[src/rtl/avg_pkg.sv]
`default_nettype none
// ============================================================================
//  Module   : avg_pkg
//  Purpose  : Shared definitions for the Project2 moving-average datapath.
//             Holds the sequencer FSM state encoding and the default window
//             depth, so that the sequencer, window buffer and accumulator
//             all agree on the number of samples.
//  Ports    : none (package)
//  Revision : 1.0  initial release
// ============================================================================
package avg_pkg;

  // log2 of the default averaging window depth (8 samples)
  localparam int c_win_log2_default = 3;

  typedef enum logic [2:0] {
    S_IDLE  = 3'd0,
    S_REQ   = 3'd1,
    S_WRITE = 3'd2,
    S_ACC   = 3'd3,
    S_DISP  = 3'd4
  } seq_state_t;

endpackage
`default_nettype wire

[src/rtl/avg_sample_sequencer_if.sv]
`default_nettype none
// ============================================================================
//  Module   : avg_sample_sequencer_if
//  Purpose  : Sample-fetch handshake and datapath strobes between the
//             sequencer (master) and the source/window buffer/accumulator/
//             display side (slave).
//  Signals  : smp_req   - sample request, level, held until ack
//             smp_ack   - sample valid, one-cycle pulse from the source
//             buf_wr    - window-buffer write strobe
//             buf_addr  - window-buffer write pointer
//             acc_en    - accumulator update pulse
//             disp_load - latch average into the HEX display registers
//  Revision : 1.0  initial release
// ============================================================================
interface avg_sample_sequencer_if
  import avg_pkg::*;
#(
  parameter int WIN_LOG2 = c_win_log2_default
);
  logic                smp_req;
  logic                smp_ack;
  logic                buf_wr;
  logic [WIN_LOG2-1:0] buf_addr;
  logic                acc_en;
  logic                disp_load;

  modport master (
    output smp_req, buf_wr, buf_addr, acc_en, disp_load,
    input  smp_ack
  );

  modport slave (
    input  smp_req, buf_wr, buf_addr, acc_en, disp_load,
    output smp_ack
  );
endinterface
`default_nettype wire

[src/rtl/btn_debounce.sv]
`default_nettype none
// ============================================================================
//  Module   : btn_debounce
//  Purpose  : Synchronises an active-low pushbutton, debounces it and emits
//             a one-cycle pulse on each accepted press (stable 1->0).
//  Ports    : clk      - system clock
//             rst      - asynchronous active-high reset
//             i_btn_n  - raw active-low button, asynchronous to clk
//             o_press  - registered one-cycle press pulse
//  Revision : 1.0  initial release
// ============================================================================
module btn_debounce
  import avg_pkg::*;
#(
  parameter int DEBOUNCE_CYCLES = 500000
) (
  input  wire logic clk,
  input  wire logic rst,
  input  wire logic i_btn_n,
  output logic      o_press
);
  localparam int c_cnt_w = $clog2(DEBOUNCE_CYCLES + 1);
  localparam logic [c_cnt_w-1:0] c_cnt_last = c_cnt_w'(DEBOUNCE_CYCLES - 1);

  logic               r_sync1;
  logic               r_sync2;
  logic               r_stable;
  logic               r_press;
  logic [c_cnt_w-1:0] r_cnt;

  // The counter only runs while the synchronised level disagrees with the
  // accepted level; any return to the accepted level restarts the count,
  // so a new level is taken after DEBOUNCE_CYCLES unbroken cycles.
  always_ff @(posedge clk or posedge rst) begin
    if (rst) begin
      r_sync1  <= 1'b1;
      r_sync2  <= 1'b1;
      r_stable <= 1'b1;
      r_press  <= 1'b0;
      r_cnt    <= '0;
    end else begin
      r_sync1 <= i_btn_n;
      r_sync2 <= r_sync1;
      r_press <= 1'b0;
      if (r_sync2 == r_stable) begin
        r_cnt <= '0;
      end else if (r_cnt == c_cnt_last) begin
        r_stable <= r_sync2;
        r_cnt    <= '0;
        r_press  <= ~r_sync2;
      end else begin
        r_cnt <= r_cnt + 1'b1;
      end
    end
  end

  assign o_press = r_press;
endmodule
`default_nettype wire

[src/rtl/avg_sample_sequencer.sv]
`default_nettype none
// ============================================================================
//  Module   : avg_sample_sequencer
//  Purpose  : Controller for the moving-average datapath. Generates the
//             periodic sample tick, fetches one sample per tick over a
//             req/ack handshake, then sequences buffer write, accumulator
//             update and display latch. A debounced button toggles run/hold.
//  Ports    : CLOCK_50    - system clock
//             reset       - asynchronous active-high reset
//             toggleBtn   - raw active-low pushbutton
//             bus         - handshake/strobe interface (master side)
//             running     - 1 = run, 0 = hold (LEDG)
//             window_full - sticky, first full window has been written
//             overrun     - sticky, a tick arrived while busy
//  Revision : 1.0  initial release
// ============================================================================
module avg_sample_sequencer
  import avg_pkg::*;
#(
  parameter int SAMPLE_DIV      = 50000,
  parameter int DEBOUNCE_CYCLES = 500000,
  parameter int WIN_LOG2        = c_win_log2_default
) (
  input  wire logic              CLOCK_50,
  input  wire logic              reset,
  input  wire logic              toggleBtn,
  avg_sample_sequencer_if.master bus,
  output logic                   running,
  output logic                   window_full,
  output logic                   overrun
);
  localparam int c_div_w = $clog2(SAMPLE_DIV);
  localparam logic [c_div_w-1:0]  c_div_last = c_div_w'(SAMPLE_DIV - 1);
  localparam logic [WIN_LOG2-1:0] c_ptr_last = '1;

  logic                w_press;
  logic                w_tick;
  logic                w_full_next;
  seq_state_t          r_state;
  seq_state_t          w_next;
  logic                r_running;
  logic [c_div_w-1:0]  r_div_cnt;
  logic [WIN_LOG2-1:0] r_wr_ptr;
  logic                r_smp_req;
  logic                r_buf_wr;
  logic                r_acc_en;
  logic                r_disp_load;
  logic                r_window_full;
  logic                r_overrun;

  btn_debounce #(
    .DEBOUNCE_CYCLES (DEBOUNCE_CYCLES)
  ) u_btn_debounce (
    .clk     (CLOCK_50),
    .rst     (reset),
    .i_btn_n (toggleBtn),
    .o_press (w_press)
  );

  // Run/hold mode flop and tick divider. The divider is parked at 0 in
  // hold mode so that resuming always gives a full period before a tick.
  always_ff @(posedge CLOCK_50 or posedge reset) begin
    if (reset) begin
      r_running <= 1'b1;
      r_div_cnt <= '0;
    end else begin
      if (w_press) begin
        r_running <= ~r_running;
      end
      if (!r_running || r_div_cnt == c_div_last) begin
        r_div_cnt <= '0;
      end else begin
        r_div_cnt <= r_div_cnt + 1'b1;
      end
    end
  end

  assign w_tick = r_running && (r_div_cnt == c_div_last);

  always_comb begin
    w_next      = r_state;
    w_full_next = r_window_full | ((r_state == S_ACC) && (r_wr_ptr == c_ptr_last));
    case (r_state)
      S_IDLE:  if (w_tick) w_next = S_REQ;
      S_REQ:   if (bus.smp_ack) w_next = S_WRITE;
      S_WRITE: w_next = S_ACC;
      S_ACC:   w_next = S_DISP;
      S_DISP:  w_next = S_IDLE;
      default: w_next = S_IDLE;
    endcase
  end

  // Strobes are decoded from the next state so that every output comes
  // straight from a flop and lines up with the state it belongs to.
  always_ff @(posedge CLOCK_50 or posedge reset) begin
    if (reset) begin
      r_state       <= S_IDLE;
      r_smp_req     <= 1'b0;
      r_buf_wr      <= 1'b0;
      r_acc_en      <= 1'b0;
      r_disp_load   <= 1'b0;
      r_wr_ptr      <= '0;
      r_window_full <= 1'b0;
      r_overrun     <= 1'b0;
    end else begin
      r_state       <= w_next;
      r_smp_req     <= (w_next == S_REQ);
      r_buf_wr      <= (w_next == S_WRITE);
      r_acc_en      <= (w_next == S_ACC);
      r_disp_load   <= (w_next == S_DISP) && w_full_next;
      r_window_full <= w_full_next;
      if (r_state == S_ACC) begin
        r_wr_ptr <= r_wr_ptr + 1'b1;
      end
      if (w_tick && (r_state != S_IDLE)) begin
        r_overrun <= 1'b1;
      end
    end
  end

  assign bus.smp_req   = r_smp_req;
  assign bus.buf_wr    = r_buf_wr;
  assign bus.buf_addr  = r_wr_ptr;
  assign bus.acc_en    = r_acc_en;
  assign bus.disp_load = r_disp_load;
  assign running       = r_running;
  assign window_full   = r_window_full;
  assign overrun       = r_overrun;
endmodule
`default_nettype wire

[src/flat_wrapper.sv]
// flat-port wrapper written by rule: the top's interface ports become plain ports
module avg_sample_sequencer_flat import avg_pkg::*;
#(
  parameter int SAMPLE_DIV      = 50000,
  parameter int DEBOUNCE_CYCLES = 500000,
  parameter int WIN_LOG2        = c_win_log2_default
)
  (CLOCK_50, reset, toggleBtn, running, window_full, overrun, bus_smp_req, bus_buf_wr, bus_buf_addr, bus_acc_en, bus_disp_load, bus_smp_ack);
  avg_sample_sequencer_if #(.WIN_LOG2(WIN_LOG2)) bus_i ();
  input  wire logic CLOCK_50;
  input  wire logic reset;
  input  wire logic toggleBtn;
  output logic running;
  output logic window_full;
  output logic overrun;
  output wire logic [$bits(bus_i.smp_req)-1:0] bus_smp_req;
  output wire logic [$bits(bus_i.buf_wr)-1:0] bus_buf_wr;
  output wire logic [$bits(bus_i.buf_addr)-1:0] bus_buf_addr;
  output wire logic [$bits(bus_i.acc_en)-1:0] bus_acc_en;
  output wire logic [$bits(bus_i.disp_load)-1:0] bus_disp_load;
  input wire logic [$bits(bus_i.smp_ack)-1:0] bus_smp_ack;
  assign bus_smp_req = bus_i.smp_req;
  assign bus_buf_wr = bus_i.buf_wr;
  assign bus_buf_addr = bus_i.buf_addr;
  assign bus_acc_en = bus_i.acc_en;
  assign bus_disp_load = bus_i.disp_load;
  assign bus_i.smp_ack = bus_smp_ack;
  avg_sample_sequencer #(.SAMPLE_DIV(SAMPLE_DIV), .DEBOUNCE_CYCLES(DEBOUNCE_CYCLES), .WIN_LOG2(WIN_LOG2)) u_core (.CLOCK_50(CLOCK_50), .reset(reset), .toggleBtn(toggleBtn), .bus(bus_i), .running(running), .window_full(window_full), .overrun(overrun));
endmodule
[config.mk]
export PLATFORM = sky130hd
export DESIGN_NAME = avg_sample_sequencer_flat
export DESIGN_NICKNAME = d
export VERILOG_FILES = /design/src/rtl/avg_pkg.sv /design/src/rtl/avg_sample_sequencer_if.sv /design/src/rtl/btn_debounce.sv /design/src/rtl/avg_sample_sequencer.sv /design/src/flat_wrapper.sv
export SDC_FILE = /design/constraint.sdc
export NUM_CORES = 1
export LEC_CHECK = 0
export CORE_MARGIN = 8
export CORE_UTILIZATION = 35
export DETAILED_ROUTE_END_ITERATION = 6
export PLACE_DENSITY = 0.5
export SYNTH_ARGS = -nofsm -noshare
export SYNTH_HDL_FRONTEND = slang
export SYNTH_SLANG_ARGS = --single-unit
[constraint.sdc]
create_clock -name CLOCK_50 -period 2.78 [get_ports CLOCK_50]
set_input_delay 0.834 -clock CLOCK_50 [delete_from_list [all_inputs] [get_ports CLOCK_50]]
set_output_delay 0.834 -clock CLOCK_50 [all_outputs]
set_load 0.01 [all_outputs]
==> metrics.txt <==
outcome finished, final reports clean; PwrDens approximately 570 mW/mm^2; Area Overhead vs Synth 14.3%; Worst slew margin between 70% and 80%; asr flop ratio synth 100%; Total GRT Usage roughly 9.8%; Final setup viols 0; Worst-Margin Slew between 400 and 500 ps; Num CTS Buffers 5; CTS clk-pin slew, worst paths 100 ps; share of cells above drive strength 1 between 10 and 15%; hold_ws about 360 ps; crit-path cells clkdlybuf4s50_1; number of global-route vias before repair 1647; Final ANT Viol Nets 0; Mapped Avg Cell Area 10.7 sq um; crit path DAT 1430 ps; HP Start u_core.u_btn_debounce.r_sync1; setup ws final 517 ps; largest net degree at the start of global routing 26; Post-CTS Resized 0; commonest non-fill, non-tap cell in the layout dfrtp_1; largest area contributor in the netlist dfrtp_1; number of clock sinks 52; Seq/Total Area, Yosys 54.0%; CTS max path bufs 2; fin crit share approximately 81%; Ys Warns 0; Core Footprint 0.00676 sq mm; Hold Crit Class flip-flop to flip-flop; routed length per placed instance about 13 um; Port Buffers 13; startpoint type of the worst setup path flip-flop; Worst Setup End Kind output port; Post-Syn Area 0.00242 sq mm; TNS Setup 0 ps; Buf+Inv Stages, Crit Path 1; clock skew about 9.6 ps; postcts setup bufs 0; Max stage delay on crit path 580 ps; max-slew violations 0; kind of cell adding the most delay to the critical path flip-flops; origin of the worst setup path u_core.running; CP Class flip-flop to output port; CP required 1950 ps; Tmin final 2260 ps; DR iter-0 viols 49; Synth Net Count 235; DIE AREA 0.00983 sq mm; reg2reg start u_core.u_btn_debounce.r_cnt[0]; DIE WIDTH 99.2 um; Sw Pwr 443 uW; die height between 90 and 100 um; CP max-delay cell dfstp_2; post-detail-place hpwl 3.08 mm; Lkg Pwr between 0.001 and 0.0015 uW; first-pass GRT wire length between 7 and 8 mm; worst-skew pair later-pin latency ~310 ps; sw frac 27.9%; RSZ-0062 raised after global routing false; peak supply drop 0.231 mV; Via-to-Cell Ratio 5.03; Top FF cell, synth dfrtp_1; most frequent cells in the layout 48 x dfrtp_1, 29 x nor2_1, 18 x nand2_1, 17 x xor2_1, 13 x clkdlybuf4s50_1; critical-path maximum fanout 5; TritonCTS clock tree done; Initial Util a little over a third; number of synthesized flops with an enable pin 0; routability cong. between 0.7 and 0.8; Flop pwr share 55.1%; grt total ovfl 0; Clock Power Share roughly 28%; #FFs+latches synth 52; Final Hold Violating Endpoints 0; internal power around 1100 uW; initial antenna violation count 0; hold_buf cts 0; max cap viols 0; Boundary Pins 14; Max Freq 0.442 GHz; htree depth 2; total wire length 4.41 mm; design area 0.00277 sq mm; FP Rows 30; placed standard-cell area 0.00268 sq mm; top post-synthesis cells by area dfrtp_1 50%, xor2_1 6.2%, nor2_1 4.5%; Distinct cells, synth 46; Synth top area share approximately half; Comb pwr share 16.4%; Synth Instances approximately 230; drt drc 0; Antenna Cells 0; TritonRoute pass-1 iters 4; Post-Place Setup Slack approximately 860 ps; CTS Root Cell clkbuf_8; routed vias 1656; Layout Nets 256
-- power by group through the flow --
stage	logic, uW	clock network, uW	registers (uW)
after floorplan	122	0	903
after global placement	268	0	891
after detailed placement	270	0	892
after CTS	270	474	877
after global routing	294	494	887
final	261	451	875
-- sequential cells by signal, indices dropped and copies added (netlist names) --
signal	count
u_core.r_state	3
u_core.window_full	1
u_core.bus.buf_addr	3
u_core.bus.disp_load	1
u_core.u_btn_debounce.r_cnt	19
u_core.u_btn_debounce.r_sync1	1
u_core.overrun	1
u_core.bus.buf_wr	1
u_core.running	1
u_core.u_btn_debounce.r_stable	1
u_core.bus.acc_en	1
u_core.u_btn_debounce.o_press	1
u_core.r_div_cnt	16
u_core.bus.smp_req	1
u_core.u_btn_debounce.r_sync2	1
-- final timing paths --
path	slack, ps	depth (start not counted)	end
hold / removal	360	0	u_core.u_btn_debounce.r_sync2
min in group asynchronous	810	2	u_core.bus.disp_load
setup reg to reg	960	6	u_core.u_btn_debounce.r_cnt[8]
hold reg to reg	360	0	u_core.u_btn_debounce.r_sync2
setup / recovery	520	1	running
max in group asynchronous	1400	3	u_core.u_btn_debounce.r_sync2
-- cell families (layout without fill, tap and decap cells) --
group / count (synthesis) / count (layout) / share of synthesized area [%]
and+or+nand+nor: 111 / 111 / 26.5
buffers and inverters: 10 / 32 / 1.81
adders and majority gates: 4 / 4 / 2.07
DFF: 52 / 52 / 54.0
AOI/OAI and AO/OA: 23 / 23 / 5.69
muxes: 2 / 2 / 0.931
xor gates and xnor gates: 25 / 25 / 9.05
-- cell usage after synthesis (3+ instances only) --
master and number:
nor4_1 3, ha_1 4, xnor2_1 8, or4_1 3, dfrtp_1 48, nand4_1 9
or3_2 3, nand3_1 11, o31ai_1 3, and3_1 3, a21oi_1 9, nor3_1 5
and4_1 4, o21ai_0 5, inv_1 7, xor2_1 17, nor2_1 29, nand2_1 18
dfstp_2 4
-- area by class of cell --
cell class / instances / area, sq um
Clock buffer: 5 / 68.8
Clock inverter: 3 / 21.3
Fill cell: 662 / 3990
Inverter: 7 / 26.3
Multi-Input combinational cell: 165 / 1070
Sequential cell: 52 / 1310
Tap cell: 80 / 100
Timing Repair Buffer: 17 / 173
-- metrics by stage --
| step | util, % | power (uW) | std cells |
|---|---|---|---|
| after floorplan | - | 1030 | 227 |
| after CTS | 40.9 | 1620 | 329 |
| after global placement | 39.6 | 1160 | 321 |
| after global routing | 40.9 | 1680 | 329 |
| final | 40.9 | 1590 | 329 |
| after detailed placement | 39.6 | 1160 | 321 |
-- layer usage --
metal / track usage [%] / part of all wire, %
met1: 13.3 / 51
met5: 0 / 0
met2: 14.9 / 44
met3: 2.72 / 3.7
met4: 2.79 / 0.97
No activity file was read; power rests on OpenSTA's default activity.
